`src/rtl/mix_columns_seq.sv`:
```
// AES MixColumns stage, one column per cycle through a shared datapath.
// Final-round blocks bypass the mix and are presented on the next cycle.
module mix_columns_seq (
  input  logic         clk,
  input  logic         rst,
  input  logic [127:0] in,
  input  logic         in_valid,
  output logic         in_ready,
  input  logic         last_round,
  output logic [127:0] out,
  output logic         out_valid,
  input  logic         out_ready
);

  typedef enum logic [1:0] {
    IDLE,
    CALC,
    DONE
  } st_t;

  st_t          st;
  st_t          nst;
  logic [1:0]   col;
  logic [127:0] sreg;
  logic [127:0] res;
  logic [31:0]  a;
  logic [31:0]  r;
  logic         accept;

  function automatic logic [7:0] xt(input logic [7:0] b);
    return {b[6:0], 1'b0} ^ (b[7] ? 8'h1b : 8'h00);
  endfunction

  function automatic logic [7:0] x3(input logic [7:0] b);
    return xt(b) ^ b;
  endfunction

  assign in_ready  = (st == IDLE) || ((st == DONE) && out_ready);
  assign accept    = in_valid && in_ready;
  assign out_valid = (st == DONE);
  assign out       = res;

  always_comb begin
    a = sreg[127:96];
    unique case (col)
      2'd0: a = sreg[127:96];
      2'd1: a = sreg[95:64];
      2'd2: a = sreg[63:32];
      2'd3: a = sreg[31:0];
    endcase
  end

  // a[31:24] is row 0 of the selected column
  always_comb begin
    r[31:24] = xt(a[31:24]) ^ x3(a[23:16]) ^ a[15:8] ^ a[7:0];
    r[23:16] = a[31:24] ^ xt(a[23:16]) ^ x3(a[15:8]) ^ a[7:0];
    r[15:8]  = a[31:24] ^ a[23:16] ^ xt(a[15:8]) ^ x3(a[7:0]);
    r[7:0]   = x3(a[31:24]) ^ a[23:16] ^ a[15:8] ^ xt(a[7:0]);
  end

  always_comb begin
    nst = st;
    case (st)
      IDLE: if (in_valid) nst = last_round ? DONE : CALC;
      CALC: if (col == 2'd3) nst = DONE;
      DONE: begin
        if (out_ready) begin
          if (in_valid) nst = last_round ? DONE : CALC;
          else          nst = IDLE;
        end
      end
      default: nst = IDLE;
    endcase
  end

  always_ff @(posedge clk or posedge rst) begin
    if (rst) begin
      st   <= IDLE;
      col  <= 2'd0;
      sreg <= '0;
      res  <= '0;
    end else begin
      st <= nst;
      if (accept) begin
        if (last_round) begin
          res <= in;
        end else begin
          sreg <= in;
          col  <= 2'd0;
        end
      end else if (st == CALC) begin
        col <= col + 2'd1;
        unique case (col)
          2'd0: res[127:96] <= r;
          2'd1: res[95:64]  <= r;
          2'd2: res[63:32]  <= r;
          2'd3: res[31:0]   <= r;
        endcase
      end
    end
  end

endmodule

```
`config.mk`:
```
export PLATFORM = sky130hd
export DESIGN_NAME = mix_columns_seq
export DESIGN_NICKNAME = d
export VERILOG_FILES = /design/src/rtl/mix_columns_seq.sv
export SDC_FILE = /design/constraint.sdc
export NUM_CORES = 1
export LEC_CHECK = 0
export CAP_MARGIN = 5
export CELL_PAD_IN_SITES_DETAIL_PLACEMENT = 0
export CELL_PAD_IN_SITES_GLOBAL_PLACEMENT = 1
export CORE_ASPECT_RATIO = 1.2
export CORE_MARGIN = 5
export CORE_UTILIZATION = 38
export CTS_BUF_LIST = sky130_fd_sc_hd__clkbuf_4
export DETAILED_ROUTE_END_ITERATION = 12
export PLACE_DENSITY = 0.84
export SYNTH_ARGS = -nofsm -noshare
export SYNTH_HDL_FRONTEND = slang
export SYNTH_SLANG_ARGS = --single-unit
```
`constraint.sdc`:
```
create_clock -name clk -period 10.4 [get_ports clk]
set_input_delay 3.12 -clock clk [delete_from_list [all_inputs] [get_ports clk]]
set_output_delay 3.12 -clock clk [all_outputs]
set_load 0.03 [all_outputs]
```
After elaboration in Yosys (flattened, before gate mapping)
Cells that the tools add are included.
- bits of input ports: 133
- output and inout bits: 130
- word-level logic and storage cells: 77
- flip-flop bits (word level): 260
- bitwise gates (word level): 21
- $add $sub $neg: 1
- equal/unequal tests: 10
- multiplexer cells: 21
- reductions and logical operators: 17
- operator list (operator ; count):
    $mux 128 ; 3
    $mux 32 ; 4
    $pmux 32 s4 ; 1
    $xor 8x8->8 ; 16
    $xor 8x5->8 ; 4
    $mux 5 ; 4
    $mux 2 ; 8
    $reduce_and 3->1 ; 5
    $reduce_bool 2->1 ; 5
    $ne 2x2->1 const B ; 4
    $eq 2x2->1 const B ; 3
    $pmux 2 s3 ; 1
    $eq 2x1->1 const B ; 2
    $logic_not 2->1 ; 2
    $reduce_and 2->1 ; 2
    $add 2x1->2 const B ; 1
    $logic_and 1x1->1 ; 2
    $ne 2x1->1 const B ; 1
    $logic_or 1x1->1 ; 1
    $not 1->1 ; 1

Longest topological paths before layout
Gate-level depths: netlist of the first run.
- depth in word-level cells: 11
- mapped depth: 11
- mapped depth without buffers: 8

Worst setup path before layout of the first run
Ideal clock, no wire load.
- path type: input port to output port
- start: input out_ready
- end: output in_ready
- stages on the path: 2
- data required time: 7.280 ns
- path slack: 3.613 ns
- data arrival time: 3.667 ns
- buffers on the path: 0
- cell sequence: inv_1 a21oi_1
- longest elaborated chain between the ends: 2
- ends and longest elaborated chain (what ; RTL line ; RTL):
    from (decl) ; 12 ; input logic out_ready
    $logic_and 1x1->1 ; 38 ; assign in_ready = (st == IDLE) || ((st == DONE) && out_ready);
    $logic_or 1x1->1 ; 38 ;
    to (decl) ; 8 ; output logic in_ready,
No other way between the ends.

Final worst setup path of the first run
Same ends and word-level chain as after synthesis.

==> flow_summary.json, run 1 <==
{
  "min_to": "sreg[89]",
  "setup.worst_path.class": "primary input to output port",
  "clockBufferDepth": 3,
  "synth_simple_gate_area_share_pct": 4.441,
  "synth_enable_flop_cells": 0,
  "dr.pass1.iters": 5,
  "postRouteAntennaNets": 0,
  "grt_pass1_wl_um": 65930,
  "gp_congestion": 0.8976,
  "worst_setup_path_end_kind": "output port",
  "post_cts_buffers": 0,
  "root_buffer": "clkbuf_4",
  "avgSynthCellArea_um2": 11.34,
  "ys_ff_latch": 260,
  "port_buffers": 262,
  "num_rows": 73,
  "synth_top_family_by_area": "compound AO/OA/AOI/OAI gates",
  "antenna_found_initial": 5,
  "die_h_um": 211.4,
  "insertion_delay_ns": 0.71,
  "rsz0062_at_grt": "no",
  "num_vias": 10430,
  "reg2regPathDepth": 8,
  "grt_pass1_vias": 10730,
  "status": "finished, final reports clean",
  "cts-hold-fix-buffers": 0,
  "max_slew_margin_pct": 13.50,
  "seq_area_frac_synth_pct": 50.64,
  "synth.mux.area_fraction_pct": 12.08,
  "coreArea_um2": 33250,
  "drt_iter0_markers": 920,
  "setup_tns_ns": 0,
  "fin_crit_sh_pct": 73.06,
  "timing.rr.end": "out[103]",
  "cts_buffers": 69,
  "fin_nets": 1545,
  "die-area_um2": 37600,
  "cts-resized-gates": 0,
  "synthXorXnorAreaFrac_pct": 13.74,
  "cts.clk_slew.worst_paths_ns": 0.06,
  "setup_viol": 0,
  "fill_cells": 3093,
  "cts_tree": "built",
  "synth_adder_area_share_pct": 0.4869,
  "initial_core_util_pct": 38.65,
  "max_freq_ghz": 0.1316,
  "cts_max_level": 3,
  "maxCapViolCount": 0,
  "tightest_slew_ns": 1.298,
  "synthFlopType": "dfrtp_1",
  "dpl.hpwl_um": 31380,
  "finalHoldViolations": 0,
  "cts_sinks": 260,
  "crit_fanout": 3,
  "r2r-start": "col[0]",
  "die_w_um": 177.9,
  "fin_skew_ns": 0.05155,
  "synth_nets": 1271,
  "wl_per_cell_um": 23.15,
  "syn-cell-area_um2": 12850,
  "hp-class": "flop to flop",
  "synth-compound-area-share_pct": 15.79,
  "ys_warn_count": 0,
  "slew_violations": 0,
  "min_from": "sreg[89]",
  "io_pins": 263,
  "r2r_setup_slack_ns": 6.31,
  "overflow": 0,
  "fin_crit_ns": 7.598,
  "wirelength_um": 43990,
  "grt_use_total_pct": 22.94,
  "drc": 0,
  "worstPathArrival_ns": 4.48,
  "drive_above_1_share_pct": 18.19,
  "routed_via_density": 5.491,
  "whs_path_depth": 1,
  "worstPathRequired_ns": 7.28,
  "syn_inst": 1133,
  "synth.distinct_cells": 36,
  "area_delta_synth_final_pct": 30.03,
  "grt_max_degree": 146,
  "async_flop_share_pct": 100.0,
  "cp-start-kind": "primary input"
}
worst max-delay path, cell delays in order:
cell and delay (ns):
clkdlybuf4s50_1 0.45, inv_1 0.07, a21oi_1 0.14, clkdlybuf4s50_1 0.69
cells by family (layout without fill, tap and decap cells):
family / Yosys count / after routing
AO/OA/AOI/OAI: 329 / 329
XOR/XNOR: 200 / 200
adder cells (fa/ha/maj): 5 / 5
buffers and inverters: 88 / 401
flip-flops: 260 / 260
multiplexers: 138 / 138
other: 0 / 4
AND/OR/NAND/NOR: 113 / 113
cells in the final DEF (no fill, tap or decap), types with 2 or more instances in the layout:
cell,netlist,routed
a211oi_1,5,4
a21oi_1,78,78
a222oi_1,32,32
a22oi_1,62,62
and2_0,2,2
and2_1,5,4
and3_1,32,32
buf_4,1,22
clkbuf_4,0,92
clkdlybuf4s50_1,0,262
clkinv_1,1,11
clkinv_2,0,3
dfrtp_1,260,260
diode_2,0,4
ha_1,5,5
inv_1,5,4
inv_2,0,3
mux2_2,133,133
mux2i_1,4,4
nand2_1,38,37
nand2b_1,2,2
nand3_1,5,5
nand4_1,4,4
nor2_1,14,13
nor2b_1,3,2
o211ai_1,4,4
o21a_1,2,2
o21ai_0,105,105
o21ai_1,12,12
o22ai_1,27,27
or3_1,8,8
xnor2_1,148,148
xor2_1,51,51
layer usage:
metal / vias to the layer above / wire (µm) / GRT usage, %
met5: - / 13 / 0
li1: 4690 / - / -
met3: 82 / 3960 / 6.608
met1: 5186 / 18370 / 30.43
met2: 473 / 20430 / 35.97
met4: 2 / 1204 / 8.138
sequential cells by signal (all words and copies together) (netlist names):
register,cells
out,128
st,2
sreg,128
col,2
worst max path at each step:
stage,slack [ns],end,from
2_1_floorplan,0.12,col[0],rst
5_1_grt,2.73,in_ready,out_ready
3_3_place_gp,2.80,in_ready,out_ready
6_report,2.80,in_ready,out_ready
4_1_cts,2.79,in_ready,out_ready
3_5_place_dp,2.81,in_ready,out_ready
synthesized netlist by cell type (12+ instances only):
master | instances | area share [%]
nor2_1 | 14 | 0.41
nand2_1 | 38 | 1.1
xor2_1 | 51 | 3.5
a21oi_1 | 78 | 3.0
o22ai_1 | 27 | 1.3
o21ai_1 | 12 | 0.47
a222oi_1 | 32 | 2.5
dfrtp_1 | 260 | 51
and3_1 | 32 | 1.6
clkbuf_1 | 68 | 2.0
o21ai_0 | 105 | 4.1
xnor2_1 | 148 | 10
a22oi_1 | 62 | 3.6
mux2_2 | 133 | 12
final cells by class:
type / count / area, µm² / share of cell area [%]
repair buffers: 285 / 2808 / 16.81
clock inverters: 18 / 101.3 / 0.6066
inverters: 6 / 30.03 / 0.1797
clock buffers: 92 / 690.7 / 4.134
well taps: 450 / 563.0 / 3.370
flip-flops and latches: 260 / 6506 / 38.94
diodes: 4 / 10.01 / 0.05991
multi-input cells: 785 / 5998 / 35.90
metrics by stage:
step	std cells	hold slack [ns]	setup WS (ns)	cell area [µm²]	utilization, %
after global routing	1899	0.5243	2.732	16700	50.24
final	1900	0.5079	2.802	16710	50.25
after detailed placement	1786	0.4952	2.805	15910	47.84
after global placement	1786	0.4887	2.805	15910	47.84
after CTS	1896	0.5103	2.792	16700	50.22
after floorplan	1133	0.4796	0.1249	12850	-
Power of run 1 is left out: the tool's default activity adds up to more than one toggle a clock period on the data nets, which glitch-free logic cannot reach.
==> inputs of run 2 (changes only) <==
- clock period: 10.4 -> 6.6 ns (I/O delays scaled with it)
==> run 2 against run 1 <==
Net effect:
- wire length increased by 0.41%
- critical path depth unchanged
- clock skew decreased by 0.0098 ns
- first-iteration DRC count decreased by 8.3%
- setup slack got worse by 1.5 ns
- register-to-register slack got worse by 3.8 ns
- critical endpoint unchanged
==> flow_summary.json, run 2 (same netlist as run 1, synthesis figures left out) <==
{
  "routed_via_density": 5.403,
  "post_cts_buffers": 0,
  "fin_crit_ns": 5.299,
  "fin_nets": 1548,
  "cp-start-kind": "primary input",
  "layout_commonest_cell": "clkdlybuf4s50_1",
  "wirelength_um": 44170,
  "die_w_um": 177.9,
  "dpl.hpwl_um": 32120,
  "dr.pass1.iters": 5,
  "grt.busiest_layer": "met2",
  "rsz0062_at_grt": "no",
  "antenna_found_initial": 6,
  "gp_congestion": 0.9059,
  "met3_usage_pct": 6.090,
  "cts-hold-fix-buffers": 0,
  "io_pins": 263,
  "grt_use_met1_pct": 31.33,
  "finalHoldViolations": 0,
  "setup_tns_ns": 0,
  "maxCapViolCount": 0,
  "drive_above_1_share_pct": 18.41,
  "grt_use_total_pct": 23.23,
  "setup.worst_path.class": "primary input to output port",
  "use_met2_pct": 36.32,
  "tightest_slew_ns": 1.268,
  "worstPathRequired_ns": 4.62,
  "multiInputGateArea_um2": 5991,
  "wl_per_cell_um": 23.11,
  "insertion_delay_ns": 0.71,
  "drt_iter0_markers": 844,
  "hp-class": "flop to flop",
  "final_cell_mix": "clkdlybuf4s50_1, dfrtp_1, xnor2_1, mux2_2, o21ai_0",
  "cts_sinks": 260,
  "num_rows": 73,
  "cts_max_level": 3,
  "max_slew_margin_pct": 15.17,
  "cts_buffers": 68,
  "die_h_um": 211.4,
  "cts_tree": "built",
  "initial_core_util_pct": 38.65,
  "grt_pass1_vias": 10800,
  "crit_fanout": 3,
  "worstPathArrival_ns": 3.32,
  "die-area_um2": 37600,
  "cts-resized-gates": 0,
  "cts.clk_slew.worst_paths_ns": 0.06,
  "clockBufferDepth": 3,
  "setup_viol": 0,
  "status": "finished, final reports clean",
  "slew_violations": 0,
  "overflow": 0,
  "port_buffers": 262,
  "max_freq_ghz": 0.1887,
  "postRouteAntennaNets": 0,
  "area_delta_synth_final_pct": 30.90,
  "fin_crit_sh_pct": 80.29,
  "coreArea_um2": 33250,
  "num_vias": 10330,
  "fill_cells": 3046,
  "grt_pass1_wl_um": 66500,
  "regArea_um2": 6506,
  "fin_skew_ns": 0.04177,
  "root_buffer": "clkbuf_4",
  "worst_setup_path_end_kind": "output port",
  "grt_max_degree": 159,
  "drc": 0
}
## run 2: path summary, 6_finish.rpt
kind                       startpoint  cells after the start       end  slack [ns]
max                         out_ready                      4  in_ready        1.30
min                           out[61]                      2   out[61]        0.50
max reg2reg                    col[0]                      8   out[49]        2.47
min reg2reg                   out[61]                      2   out[61]        0.50
max in group asynchronous         rst                      3  out[127]        3.96
min in group asynchronous         rst                      2    out[6]        1.52
## run 2: final cells by class
type | count | share of cell area, %
flip-flops and latches | 260 | 38.68
well taps | 450 | 3.348
repair buffers | 289 | 17.02
diodes | 5 | 0.07439
clock inverters | 20 | 0.8109
inverters | 6 | 0.1562
multi-input cells | 785 | 35.62
clock buffers | 96 | 4.285
## run 2: per-stage QoR
| stage | worst slack (ns) | cells | util, % | area [µm²] | hold WS (ns) |
|---|---|---|---|---|---|
| finish | 1.301 | 1911 | 50.59 | 16820 | 0.5044 |
| floorplan | 1.192 | 1133 | - | 12850 | 0.4796 |
| CTS | 1.297 | 1906 | 50.55 | 16810 | 0.5106 |
| detailed placement | 1.298 | 1790 | 47.97 | 15950 | 0.4950 |
| global route | 1.272 | 1911 | 50.59 | 16820 | 0.5232 |
| global placement | 1.289 | 1790 | 47.97 | 15950 | 0.4889 |
## run 2: critical path: stages
cell and delay, ns:
clkdlybuf4s50_1 0.45, inv_1 0.06, a21oi_1 0.14, clkdlybuf4s50_1 0.69
## run 2: metal layers
| layer | wire length, µm | vias up |
|---|---|---|
| li1 | - | 4704 |
| met1 | 18910 | 5148 |
| met2 | 20770 | 405 |
| met3 | 3295 | 64 |
| met4 | 1175 | 4 |
| met5 | 17 | - |
Power of run 2 is left out for the same reason.
